**config.mk**
```make
export PLATFORM = sky130hd
export DESIGN_NAME = pipe_stage_chain
export DESIGN_NICKNAME = d
export VERILOG_FILES = /design/src/rtl/pipe_pkg.sv /design/src/rtl/pipe_stage_chain_reg.sv /design/src/rtl/pipe_stage_chain.sv
export SDC_FILE = /design/constraint.sdc
export NUM_CORES = 1
export LEC_CHECK = 0
export ABC_AREA = 1
export BUFFER_PORTS_ARGS = -buffer_cell sky130_fd_sc_hd__buf_2
export CORE_ASPECT_RATIO = 0.8
export CORE_UTILIZATION = 40
export DETAILED_ROUTE_END_ITERATION = 8
export PLACE_DENSITY = 0.84
export SETUP_SLACK_MARGIN = 0.15
export SYNTH_ARGS = -nofsm -noshare
export SYNTH_HDL_FRONTEND = slang
export SYNTH_SLANG_ARGS = --single-unit
```
**constraint.sdc**
```tcl
create_clock -name clk -period 1.1 [get_ports clk]
set_input_delay 0.055 -clock clk [delete_from_list [all_inputs] [get_ports clk]]
set_output_delay 0.055 -clock clk [all_outputs]
set_load 0.03 [all_outputs]
```
**src/rtl/pipe_pkg.sv**
```systemverilog
// Shared constants, stage record type and destination-match helper for the
// EX->WB pipeline register chain.
package pipe_pkg;

  localparam int DATA_W_DEF = 37;
  localparam int DEST_W_DEF = 3;
  localparam int DEPTH_MAX  = 8;
  // Widest destination index the match helper accepts; callers zero-extend.
  localparam int DEST_W_MAX = 16;

  typedef struct packed {
    logic                  valid;
    logic                  load;
    logic [DEST_W_DEF-1:0] dest;
    logic [DATA_W_DEF-1:0] payload;
  } stage_t;

  // Register 0 is hardwired to zero, so it can never be a hazard source.
  function automatic logic dest_match(input logic                  valid,
                                      input logic [DEST_W_MAX-1:0] dest,
                                      input logic [DEST_W_MAX-1:0] src);
    return valid && (dest == src) && (src != '0);
  endfunction

endpackage

```
**src/rtl/pipe_stage_chain_reg.sv**
```systemverilog
// One pipeline stage: holds on freeze, kill forces valid low while the
// payload fields still follow the normal hold/load path.
module pipe_stage_reg
  import pipe_pkg::*;
#(
  parameter int DATA_W = DATA_W_DEF,
  parameter int DEST_W = DEST_W_DEF
) (
  input  logic              clk,
  input  logic              rst,
  input  logic              freeze,
  input  logic              kill,
  input  logic              d_valid,
  input  logic              d_load,
  input  logic [DEST_W-1:0] d_dest,
  input  logic [DATA_W-1:0] d_payload,
  output logic              q_valid,
  output logic              q_load,
  output logic [DEST_W-1:0] q_dest,
  output logic [DATA_W-1:0] q_payload
);

  logic              valid_q, valid_d;
  logic              load_q, load_d;
  logic [DEST_W-1:0] dest_q, dest_d;
  logic [DATA_W-1:0] payload_q, payload_d;

  always_comb begin
    valid_d   = freeze ? valid_q   : d_valid;
    load_d    = freeze ? load_q    : d_load;
    dest_d    = freeze ? dest_q    : d_dest;
    payload_d = freeze ? payload_q : d_payload;
    if (kill) valid_d = 1'b0;
  end

  always_ff @(posedge clk) begin
    if (rst) begin
      valid_q   <= 1'b0;
      load_q    <= 1'b0;
      dest_q    <= '0;
      payload_q <= '0;
    end else begin
      valid_q   <= valid_d;
      load_q    <= load_d;
      dest_q    <= dest_d;
      payload_q <= payload_d;
    end
  end

  assign q_valid   = valid_q;
  assign q_load    = load_q;
  assign q_dest    = dest_q;
  assign q_payload = payload_q;

endmodule

```
**src/rtl/pipe_stage_chain.sv**
```systemverilog
// DEPTH-stage EX->WB register chain with freeze, partial flush and hazard
// match outputs. Define PIPE_CHAIN_STALL_CNT_EN to add the stall_cnt output.
module pipe_stage_chain
  import pipe_pkg::*;
#(
  parameter int DATA_W      = DATA_W_DEF,
  parameter int DEST_W      = DEST_W_DEF,
  parameter int DEPTH       = 1,
  parameter int FLUSH_DEPTH = 1
) (
  input  logic              clk,
  input  logic              rst,
  input  logic              freeze,
  input  logic              flush,
  input  logic              in_valid,
  input  logic [DATA_W-1:0] in_payload,
  input  logic [DEST_W-1:0] in_dest,
  input  logic              in_load,
  output logic              out_valid,
  output logic [DATA_W-1:0] out_payload,
  output logic [DEST_W-1:0] out_dest,
  output logic              out_load,
`ifdef PIPE_CHAIN_STALL_CNT_EN
  output logic [31:0]       stall_cnt,
`endif
  input  logic [DEST_W-1:0] src_a,
  input  logic [DEST_W-1:0] src_b,
  output logic              hit_a,
  output logic              hit_b,
  output logic [2:0]        hit_a_idx,
  output logic [2:0]        hit_b_idx,
  output logic              load_stall
);

  if (DEPTH < 1 || DEPTH > DEPTH_MAX) begin : g_bad_depth
    $error("pipe_stage_chain: DEPTH out of range");
  end
  if (FLUSH_DEPTH < 0 || FLUSH_DEPTH > DEPTH) begin : g_bad_flush
    $error("pipe_stage_chain: FLUSH_DEPTH out of range");
  end
  if (DEST_W > DEST_W_MAX) begin : g_bad_dest
    $error("pipe_stage_chain: DEST_W too wide");
  end

  logic              vld [DEPTH];
  logic              ld  [DEPTH];
  logic [DEST_W-1:0] dst [DEPTH];
  logic [DATA_W-1:0] pay [DEPTH];
  logic              kill [DEPTH];
  logic [DEPTH-1:0]  match_a, match_b;
  logic [DEST_W_MAX-1:0] src_a_ext, src_b_ext;

  always_comb begin
    src_a_ext = '0;
    src_b_ext = '0;
    src_a_ext[DEST_W-1:0] = src_a;
    src_b_ext[DEST_W-1:0] = src_b;
  end

  for (genvar k = 0; k < DEPTH; k++) begin : g_stage
    logic [DEST_W_MAX-1:0] dest_ext;

    if (k < FLUSH_DEPTH) begin : g_kill
      assign kill[k] = flush;
    end else begin : g_keep
      assign kill[k] = 1'b0;
    end

    if (k == 0) begin : g_head
      pipe_stage_reg #(.DATA_W(DATA_W), .DEST_W(DEST_W)) u_reg (
        .clk(clk), .rst(rst), .freeze(freeze), .kill(kill[k]),
        .d_valid(in_valid), .d_load(in_load), .d_dest(in_dest), .d_payload(in_payload),
        .q_valid(vld[k]), .q_load(ld[k]), .q_dest(dst[k]), .q_payload(pay[k])
      );
    end else begin : g_body
      pipe_stage_reg #(.DATA_W(DATA_W), .DEST_W(DEST_W)) u_reg (
        .clk(clk), .rst(rst), .freeze(freeze), .kill(kill[k]),
        .d_valid(vld[k-1]), .d_load(ld[k-1]), .d_dest(dst[k-1]), .d_payload(pay[k-1]),
        .q_valid(vld[k]), .q_load(ld[k]), .q_dest(dst[k]), .q_payload(pay[k])
      );
    end

    always_comb begin
      dest_ext = '0;
      dest_ext[DEST_W-1:0] = dst[k];
    end

    assign match_a[k] = dest_match(vld[k], dest_ext, src_a_ext);
    assign match_b[k] = dest_match(vld[k], dest_ext, src_b_ext);
  end

  // Scan oldest to youngest so the youngest (lowest index) match wins.
  always_comb begin
    hit_a     = 1'b0;
    hit_b     = 1'b0;
    hit_a_idx = '0;
    hit_b_idx = '0;
    for (int k = DEPTH - 1; k >= 0; k--) begin
      if (match_a[k]) begin
        hit_a     = 1'b1;
        hit_a_idx = 3'(k);
      end
      if (match_b[k]) begin
        hit_b     = 1'b1;
        hit_b_idx = 3'(k);
      end
    end
  end

  assign load_stall  = ld[0] & (match_a[0] | match_b[0]);

  assign out_valid   = vld[DEPTH-1];
  assign out_payload = pay[DEPTH-1];
  assign out_dest    = dst[DEPTH-1];
  assign out_load    = ld[DEPTH-1];

`ifdef PIPE_CHAIN_STALL_CNT_EN
  logic [31:0] stall_cnt_q, stall_cnt_d;

  always_comb begin
    stall_cnt_d = stall_cnt_q;
    if (freeze && stall_cnt_q != '1) stall_cnt_d = stall_cnt_q + 32'd1;
  end

  always_ff @(posedge clk) begin
    if (rst) stall_cnt_q <= '0;
    else     stall_cnt_q <= stall_cnt_d;
  end

  assign stall_cnt = stall_cnt_q;
`endif

endmodule

```
==> results of run 1 <==
[what timing repair did]
item,4_1_cts,5_1_grt
gates resized for setup,7,0
cloned,0,0
buffers inserted,1,0
endpoints found under the setup margin,3,3
hold buffers,2,1
pin swaps,0,0
hold endpoints to repair,2,1
[layer usage]
metal / vias up / wire length (µm)
met2: 63 / 1800
met5: - / 0
met4: 0 / 16
met3: 2 / 273
met1: 746 / 1910
li1: 884 / -
[sequential cells by signal, indices dropped and copies added (netlist names)]
| signal | flops |
|---|---|
| g_stage.g_head.u_reg.q_load | 1 |
| g_stage.g_head.u_reg.q_valid | 1 |
| g_stage.g_head.u_reg.q_dest | 3 |
| g_stage.g_head.u_reg.q_payload | 37 |
[layout by cell type (no fill, tap or decap)]
cell | netlist | layout
buf_6 | 2 | 3
dfxtp_2 | 0 | 2
a211oi_2 | 4 | 4
conb_1 | 1 | 6
clkbuf_8 | 0 | 5
o21ai_0 | 1 | 1
inv_4 | 0 | 1
a21oi_4 | 0 | 1
buf_2 | 4 | 93
nand3_2 | 0 | 2
inv_2 | 3 | 3
dlygate4sd3_1 | 0 | 3
nand2_2 | 6 | 6
bufinv_16 | 0 | 1
buf_12 | 1 | 1
a21oi_2 | 6 | 6
dfxtp_1 | 42 | 38
nor4_2 | 1 | 1
inv_1 | 12 | 11
a21oi_1 | 32 | 31
nor2_1 | 8 | 8
nand2_1 | 87 | 87
buf_4 | 8 | 6
dfxtp_4 | 0 | 2
clkbuf_1 | 2 | 2
[worst max-delay path: stages, from the launching register on]
cell	delay, ps
dfxtp_4	380
inv_4	40
nand2_1	50
nand2_1	50
nor2_1	110
nand3_2	110
a21oi_4	160
buf_6	140
[cells by family (layout without fill, tap and decap cells)]
group,after synthesis,after routing,synth area share [%]
AO/OA/AOI/OAI,43,43,15.2
buffers and inverters,35,129,13.1
flip-flops,42,42,47.8
other,1,6,0.213
AND/OR/NAND/NOR,104,104,23.7
[area by class of cell]
cell class / instances / area share (%)
inverters: 15 / 2.44
flip-flops and latches: 42 / 35.3
multi-input cells: 153 / 30.2
clock buffers: 7 / 3.17
well taps: 57 / 2.96
clock inverters: 1 / 1.25
repair buffers: 106 / 24.7
[Yosys cell counts, types with 3 or more instances]
library cell | number | area (µm²)
a21oi_1 | 32 | 160
nor2_1 | 8 | 30.0
nand2_1 | 87 | 327
a211oi_2 | 4 | 50.1
buf_4 | 8 | 60.1
buf_8 | 3 | 45.0
nand2_2 | 6 | 37.5
dfxtp_1 | 42 | 841
a21oi_2 | 6 | 52.6
inv_1 | 12 | 45.0
buf_2 | 4 | 20.0
inv_2 | 3 | 11.3
[path summary, 6_finish.rpt]
path                                                                         start                                                  to  slack, ps  cells past startpoint
worst max-delay path                g_stage[0].g_head.u_reg.q_dest[1]$_SDFFE_PP0N_                                          load_stall       -270                      7
worst min-delay path                                                in_payload[33]  g_stage[0].g_head.u_reg.q_payload[33]$_SDFFE_PP0N_         10                      3
worst max register to register      g_stage[0].g_head.u_reg.q_dest[1]$_SDFFE_PP0N_      g_stage[0].g_head.u_reg.q_dest[1]$_SDFFE_PP0N_        320                      3
worst min register to register  g_stage[0].g_head.u_reg.q_payload[25]$_SDFFE_PP0N_  g_stage[0].g_head.u_reg.q_payload[25]$_SDFFE_PP0N_        460                      2
[report_power, final]
group | internal [W] | switching [W]
sequential | 0.00161 | 0.0000485
clock | 0.000679 | 0.000487
combinational | 0.000229 | 0.000426
total | 0.00251 | 0.000961
[per-stage QoR]
| step | hold WS, ps | std cells | total power (W) | setup TNS, ps |
|---|---|---|---|---|
| CTS | 1.18 | 380 | 0.00351 | -644 |
| floorplan | 119 | 230 | 0.00215 | 0 |
| global placement | 222 | 369 | 0.00232 | 0 |
| finish | 10.5 | 381 | 0.00347 | -602 |
| detailed placement | 224 | 369 | 0.00233 | -17.2 |
| global route | 0.00971 | 381 | 0.00365 | -860 |
==> results.py, run 1 <==
metrics = {
    "routing": {
        "wl_per_cell_um": 10.5,
        "first_pass_iters": 4,
        "ant_nets": 0,
        "drc": 0,
        "num_vias": 1695,
        "drt-initial-drc-count": 46,
        "viasPerCell": 4.45,
        "postRouteWirelength_um": 3990,
    },
    "die": {
        "floorplan.initialDensity_pct": 41.9,
        "rows": 21,
        "ios": 103,
        "core-area_um2": 4200,
        "dieArea_um2": 4670,
        "die_y_um": 61.3,
        "fp.dieW_um": 76.2,
    },
    "timing": {
        "setup_viol": 3,
        "finalCritPeriodShare_pct": 124,
        "final.min_clock_period_ps": 1370,
        "hold_viol": 0,
        "fmax_mhz": 731,
        "rsz0062_at_grt": "true",
        "skew_ps": 0,
        "setup_ws_ps": -269,
        "drv_slew": 0,
    },
    "final_layout": {
        "final_nets": 375,
        "area_growth_pct": 36.9,
        "regArea_um2": 851,
        "multi_input_area_um2": 728,
        "antenna_cells": 0,
        "layout-drive-gt1-share_pct": 42.3,
        "fillers": 405,
        "final_area_um2": 2410,
        "fin_util_pct": 57.3,
    },
    "clock_network": {
        "clock_sinks": 42,
        "cts_made_buffers": 5,
        "path_clk_slew_ps": 80,
        "worstSkewPairLatency_ps": 280,
        "cts_root_buffer": "clkbuf_8",
        "h-tree-depth": 2,
        "cts_tree": "yes",
        "clock_path_buffers": 2,
    },
    "pwr": {
        "powerDensity_nw_per_um2": 1440,
        "p_leak_nw": 1.22,
        "irDropWorstVdd_mv": 0.974,
    },
    "global_route": {
        "grt_start_max_net_pins": 32,
        "met1_usage_pct": 22.3,
        "use_met3_pct": 5.19,
        "grt_pass1_vias": 1450,
        "grtUsageMet2_pct": 29.2,
        "overflow": 0,
        "grt_use_total_pct": 17.6,
        "antenna_found_initial": 0,
        "top_usage_layer": "met2",
        "grt_pass1_wl_um": 6390,
    },
    "logic_synthesis": {
        "synth_edf_count": 0,
        "async_flop_share_pct": 0,
        "synth-main-ff-cell": "dfxtp_1",
        "ys_seq_elements": 42,
        "yosysUniqueCellTypes": 19,
        "synthesis.area_um2": 1760,
        "syn_avg_cell_area_um2": 7.82,
        "syn_inst": 225,
        "yosysSeqAreaShare_pct": 47.8,
        "ys_warn_count": 0,
    },
    "worst_setup_path": {
        "crit_type": "flip-flop to output pin",
        "startpoint_type": "flip-flop",
        "cp-end-kind": "output pin",
        "cp_data_arrival_time_ps": 1310,
        "required_ps": 1040,
        "cp_max_fo": 4,
    },
    "placement": {
        "gp_congestion": 0.769,
        "numPortBuffers": 96,
        "dp_slack_ps": -17.2,
        "place_area_um2": 2240,
        "dp_hpwl_um": 2860,
    },
    "hold_path": {
        "hold_path.class": "input port to flip-flop",
    },
    "outcome": {
        "violations": "negative setup slack",
        "outcome": "finished, violations left",
    },
    "flow_run": {
        "drv_cap": 0,
    },
}
Note: power is estimated with default switching activity, not from simulation.
==> inputs of run 2 (changes only) <==
--- a/config.mk
+++ b/config.mk
@@ -5,12 +5,12 @@
 export SDC_FILE = /design/constraint.sdc
 export NUM_CORES = 1
 export LEC_CHECK = 0
-export ABC_AREA = 1
 export BUFFER_PORTS_ARGS = -buffer_cell sky130_fd_sc_hd__buf_2
 export CORE_ASPECT_RATIO = 0.8
+export CORE_MARGIN = 8
 export CORE_UTILIZATION = 40
 export DETAILED_ROUTE_END_ITERATION = 8
-export PLACE_DENSITY = 0.84
+export PLACE_DENSITY = 0.86
 export SETUP_SLACK_MARGIN = 0.15
 export SYNTH_ARGS = -nofsm -noshare
 export SYNTH_HDL_FRONTEND = slang
==> results.py, run 2 <==
metrics = {
    "logic_synthesis": {
        "syn_avg_cell_area_um2": 10.3,
        "yosys-top-cells-count": "45 x nor2_1, 42 x dfxtp_1, 42 x mux2i_1",
        "synthMuxAreaShare_pct": 25.7,
        "synth_xor_area_share_pct": 2.14,
        "synth.area.top_cells": "dfxtp_1 51%, mux2i_1 26%, nor2_1 10%",
        "synth-compound-area-share_pct": 3.44,
        "yosysUniqueCellTypes": 16,
        "yosysSeqAreaShare_pct": 51.4,
        "yosys.area_share.adder_pct": 0,
        "syn_inst": 159,
        "synth_top_area_share_pct": 51.4,
        "yosysMostFrequentCell": "nor2_1",
        "synthesis.area_um2": 1640,
        "synth_edf_count": 0,
        "synth_top_family_by_area": "multiplexers",
        "yosys.area_share.simple_pct": 10.6,
        "ys_seq_elements": 42,
        "synth_top_cell_by_area": "dfxtp_1",
        "async_flop_share_pct": 0,
        "ys_warn_count": 0,
        "synth-main-ff-cell": "dfxtp_1",
    },
    "timing": {
        "hold_viol": 0,
        "final.min_clock_period_ps": 1460,
        "fmax_mhz": 684,
        "finalCritPeriodShare_pct": 133,
        "tns_ps": -915,
        "setup_viol": 3,
        "drv_slew": 0,
        "skew_ps": 0,
        "setup_ws_ps": -362,
        "rsz0062_at_grt": "true",
    },
    "final_layout": {
        "fillers": 324,
        "multi_input_area_um2": 759,
        "final_area_um2": 2590,
        "instances_no_fill": 335,
        "final_nets": 332,
        "largest_reg_flops": 37,
        "mostFrequentLayoutCells": "89 x buf_2, 43 x nor2_1, 42 x mux2i_1",
        "regArea_um2": 852,
        "layout-drive-gt1-share_pct": 43.9,
        "antenna_cells": 0,
        "area_growth_pct": 58.4,
        "final_common_cell": "buf_2",
    },
    "placement": {
        "gp_congestion": 0.843,
        "dp_hpwl_um": 3320,
        "place_area_um2": 2240,
        "numPortBuffers": 96,
        "dp_slack_ps": -128,
        "placed_cells": 305,
    },
    "clock_network": {
        "path_clk_slew_ps": 70,
        "clock_sinks": 42,
        "h-tree-depth": 2,
        "cts_tree": "yes",
        "clock_path_buffers": 2,
        "cts_made_buffers": 5,
        "worstSkewPairLatency_ps": 280,
        "post-cts-setup-buffers": 0,
        "cts_root_buffer": "clkbuf_8",
    },
    "worst_setup_path": {
        "cp_data_arrival_time_ps": 1410,
        "required_ps": 1040,
        "cp-end-kind": "output pin",
        "cp_max_fo": 6,
        "startpoint_type": "flip-flop",
        "crit_type": "flip-flop to output pin",
    },
    "global_route": {
        "grt_use_total_pct": 14.8,
        "overflow": 0,
        "antenna_found_initial": 0,
        "grt_pass1_wl_um": 7440,
        "grt_pass1_vias": 1588,
        "grt_start_max_net_pins": 27,
    },
    "routing": {
        "viasPerCell": 4.51,
        "num_vias": 1511,
        "first_pass_iters": 4,
        "drc": 0,
        "postRouteWirelength_um": 4750,
        "wl_per_cell_um": 14.2,
        "drt-initial-drc-count": 35,
        "ant_nets": 0,
    },
    "die": {
        "core-area_um2": 3850,
        "die_y_um": 73.2,
        "ios": 103,
        "rows": 20,
        "fp.dieW_um": 87.5,
        "floorplan.initialDensity_pct": 42.5,
        "dieArea_um2": 6410,
    },
    "flow_run": {
        "drv_cap": 0,
    },
    "pwr": {
        "p_leak_nw": 1.35,
        "powerDensity_nw_per_um2": 1290,
        "irDropWorstVdd_mv": 0.843,
    },
    "outcome": {
        "violations": "negative setup slack",
        "outcome": "finished, violations left",
    },
    "hold_path": {
        "hold_path.class": "input port to flip-flop",
    },
}
run 2: cell count changes in the layout (fill, tap and decap cells not counted), moves of 6 or more:
| cell | before | now |
|---|---|---|
| nand2_1 | 87 | 0 |
| mux2i_1 | 0 | 42 |
| nor2_1 | 8 | 43 |
| a21oi_1 | 31 | 0 |
| dlygate4sd3_1 | 3 | 23 |
| inv_1 | 11 | 2 |
| a21oi_2 | 6 | 0 |
| nand2_2 | 6 | 0 |
run 2: layout make-up:
class,count,area share (%)
multi-input combinational,104,29.3
timing repair buffer,125,31.9
inverter,2,0.290
clock buffer,5,2.65
sequential,42,32.9
tap,55,2.65
clock inverter,2,0.386
run 2: cells by family after synthesis:
kind of cell           Yosys count
AND/OR/NAND/NOR                 46
AO/OA/AOI/OAI                    6
other                            1
multiplexers                    42
XOR/XNOR                         4
flip-flops                      42
buffers and inverters           18
run 2: routing by layer:
layer | vias up | routed length (µm) | global-route usage (%)
met1 | 696 | 1760 | 14.3
met2 | 55 | 2520 | 27.7
li1 | 758 | - | -
met3 | 2 | 445 | 6.52
met4 | 0 | 14 | 3.99
met5 | - | 0 | 0
run 2: worst paths after layout:
check / from / to / slack, ps / cells past startpoint
hold reg to reg: g_stage[0].g_head.u_reg.q_payload[30]$_SDFFE_PP0N_ / g_stage[0].g_head.u_reg.q_payload[30]$_SDFFE_PP0N_ / 490 / 2
setup / recovery: g_stage[0].g_head.u_reg.q_dest[0]$_SDFFE_PP0N_ / load_stall / -360 / 4
setup reg to reg: g_stage[0].g_head.u_reg.q_dest[2]$_SDFFE_PP0N_ / g_stage[0].g_head.u_reg.q_dest[2]$_SDFFE_PP0N_ / 380 / 3
hold / removal: in_dest[1] / g_stage[0].g_head.u_reg.q_dest[1]$_SDFFE_PP0N_ / 8 / 3
run 2: where the power goes:
part	total (W)	switching [W]	internal, W
combinational	0.000757	0.000428	0.000329
clock	0.000913	0.000487	0.000426
sequential	0.00166	0.0000526	0.00161
run 2: worst max-delay path, stage by stage, from the launching register on:
cell	delay, ps
dfxtp_4	370
xnor2_2	170
o2111ai_2	170
o32ai_4	250
buf_6	170
run 2: metrics by stage:
stage          util [%]  total power (W)  hold WS (ps)
2_1_floorplan         -          0.00214           127
3_3_place_gp       58.0          0.00236           215
3_5_place_dp       58.0          0.00237           216
4_1_cts            66.6          0.00336        0.0228
5_1_grt            67.3          0.00350          13.0
6_report           67.3          0.00333          7.85
run 2: what timing repair did:
action	4_1_cts	5_1_grt
endpoints found under the hold margin	22	1
hold buffers	22	1
endpoints found under the setup margin	5	8
pin swaps	1	1
gates resized for setup	10	6
==> inputs of run 3 (changes only) <==
--- a/config.mk
+++ b/config.mk
@@ -10,8 +10,9 @@
 export CORE_MARGIN = 8
 export CORE_UTILIZATION = 40
 export DETAILED_ROUTE_END_ITERATION = 8
-export PLACE_DENSITY = 0.86
+export PLACE_DENSITY = 0.85
 export SETUP_SLACK_MARGIN = 0.15
 export SYNTH_ARGS = -nofsm -noshare
 export SYNTH_HDL_FRONTEND = slang
+export SYNTH_HIERARCHICAL = 1
 export SYNTH_SLANG_ARGS = --single-unit
==> results.py, run 3 <==
metrics = {
    "routing": {
        "wl_per_cell_um": 13.7,
        "drc": 0,
        "first_pass_iters": 4,
        "postRouteWirelength_um": 4530,
        "num_vias": 1480,
        "ant_nets": 0,
        "drt-initial-drc-count": 30,
        "viasPerCell": 4.48,
    },
    "logic_synthesis": {
        "synth_top_area_share_pct": 50.1,
        "syn_avg_cell_area_um2": 10.6,
        "yosysSeqAreaShare_pct": 50.1,
        "syn_inst": 158,
        "yosys-top-cells-count": "43 x nor2_1, 42 x dfxtp_1, 42 x mux2i_1",
        "yosysMostFrequentCell": "nor2_1",
        "synth.area.top_cells": "dfxtp_1 50%, mux2i_1 25%, nor2_1 9.6%",
        "synth_top_cell_by_area": "dfxtp_1",
        "synthesis.area_um2": 1680,
        "synth-main-ff-cell": "dfxtp_1",
        "ys_seq_elements": 42,
        "ys_warn_count": 6,
        "async_flop_share_pct": 0,
        "yosysUniqueCellTypes": 16,
        "synth_edf_count": 0,
    },
    "global_route": {
        "antenna_found_initial": 0,
        "grt_use_total_pct": 13.4,
        "grt_pass1_wl_um": 6860,
        "overflow": 0,
        "grt_pass1_vias": 1572,
        "grt_start_max_net_pins": 43,
    },
    "placement": {
        "gp_congestion": 0.659,
        "place_area_um2": 2170,
        "numPortBuffers": 96,
        "dp_hpwl_um": 3180,
        "dp_slack_ps": -67.7,
    },
    "hold_path": {
        "hold_path.class": "input port to flip-flop",
    },
    "worst_setup_path": {
        "required_ps": 1040,
        "crit_type": "flip-flop to output pin",
        "startpoint_type": "flip-flop",
        "cp_data_arrival_time_ps": 1340,
        "cp_max_fo": 5,
        "cp-end-kind": "output pin",
    },
    "timing": {
        "rsz0062_at_grt": "true",
        "setup_ws_ps": -293,
        "skew_ps": 0,
        "drv_slew": 0,
        "setup_viol": 3,
        "hold_viol": 0,
        "fmax_mhz": 718,
        "final.min_clock_period_ps": 1390,
        "hold-worst-slack_ps": 4.89,
        "finalCritPeriodShare_pct": 127,
    },
    "die": {
        "fp.dieW_um": 88.4,
        "ios": 103,
        "dieArea_um2": 6540,
        "rows": 21,
        "core-area_um2": 4100,
        "floorplan.initialDensity_pct": 41.0,
        "die_y_um": 74.0,
    },
    "clock_network": {
        "cts_root_buffer": "clkbuf_8",
        "worstSkewPairLatency_ps": 280,
        "clock_sinks": 42,
        "cts_tree": "yes",
        "h-tree-depth": 2,
        "cts_made_buffers": 5,
        "path_clk_slew_ps": 80,
        "clock_path_buffers": 2,
    },
    "final_layout": {
        "antenna_cells": 0,
        "mostFrequentLayoutCells": "90 x buf_2, 43 x nor2_1, 42 x mux2i_1",
        "final_nets": 324,
        "fillers": 345,
        "layout-drive-gt1-share_pct": 44.3,
        "largest_reg_flops": 37,
        "final_common_cell": "buf_2",
        "final_area_um2": 2530,
        "area_growth_pct": 50.9,
    },
    "pwr": {
        "power_w": 0.00351,
        "irDropWorstVdd_mv": 0.887,
        "powerDensity_nw_per_um2": 1380,
        "p_leak_nw": 1.33,
    },
    "flow_run": {
        "drv_cap": 0,
    },
    "outcome": {
        "outcome": "finished, violations left",
        "violations": "negative setup slack",
    },
}
run 3: changes by cell type after synthesis, moves of 2 or more:
cell	previous run	this run
a21oi_2	0	2
buf_4	10	6
o2111ai_1	2	0
nand3_1	0	2
buf_12	0	4
nor2_1	45	43
buf_2	1	4
nand2_1	0	2
inv_1	2	0
clkbuf_1	4	0
run 3: power breakdown:
group | switching, W | internal, W | total, W
logic | 0.000415 | 0.000304 | 0.000719
registers | 0.0000534 | 0.00161 | 0.00166
clock network | 0.000493 | 0.000634 | 0.00113
total | 0.000961 | 0.00255 | 0.00351
run 3: kinds of logic (layout without fill, tap and decap cells):
logic type | count (synthesis) | count (layout) | synth area share [%]
and+or+nand+nor | 48 | 48 | 11.0
AOI/OAI and AO/OA | 5 | 5 | 2.09
other | 1 | 6 | 0.223
muxes | 42 | 42 | 25.0
buffers and inverters | 16 | 126 | 9.54
xor gates and xnor gates | 4 | 4 | 2.09
DFF | 42 | 42 | 50.1
run 3: critical path, stage by stage, from the launching register on:
cell	delay, ps
dfxtp_4	380
xnor2_2	160
nand3_2	110
a21oi_4	140
o21a_4	140
buf_6	120
run 3: final timing paths:
kind                                                           from                                                  to  slack (ps)  cells past startpoint
hold reg to reg   g_stage[0].g_head.u_reg/q_payload[6]$_SDFFE_PP0N_   g_stage[0].g_head.u_reg/q_payload[6]$_SDFFE_PP0N_         490                      2
setup reg to reg     g_stage[0].g_head.u_reg/q_dest[1]$_SDFFE_PP0N_      g_stage[0].g_head.u_reg/q_dest[1]$_SDFFE_PP0N_         330                      3
hold / removal                                       in_payload[19]  g_stage[0].g_head.u_reg/q_payload[19]$_SDFFE_PP0N_           5                      3
setup / recovery     g_stage[0].g_head.u_reg/q_dest[2]$_SDFFE_PP0N_                                          load_stall        -290                      5
run 3: per-stage QoR:
step | cells | setup TNS [ps] | utilization (%)
after floorplan | 163 | -105 | -
after global placement | 303 | -41.6 | 52.9
after detailed placement | 303 | -67.7 | 52.9
after CTS | 330 | -768 | 61.6
after global routing | 330 | -941 | 61.8
final | 330 | -775 | 61.8
run 3: area by class of cell:
class	instances	area [µm²]	share of cell area, %
well taps	57	71.3	2.81
flip-flops and latches	42	851	33.6
multi-input cells	105	759	30.0
repair buffers	118	742	29.3
clock buffers	8	110	4.35
run 3: per-layer routing:
layer  share of wire, %  track usage [%]
met1                 38             13.0
met2                 49             24.3
met3                 12             6.73
met4                1.1             4.49
met5                  0                0
run 3: timing repair:
action / CTS / global route
hold buffers: 18 / 0
resized for setup: 13 / 4
pin swaps: 5 / 0
buffers inserted: 1 / 0
hold endpoints to repair: 18 / 0
setup endpoints to repair: 4 / 7
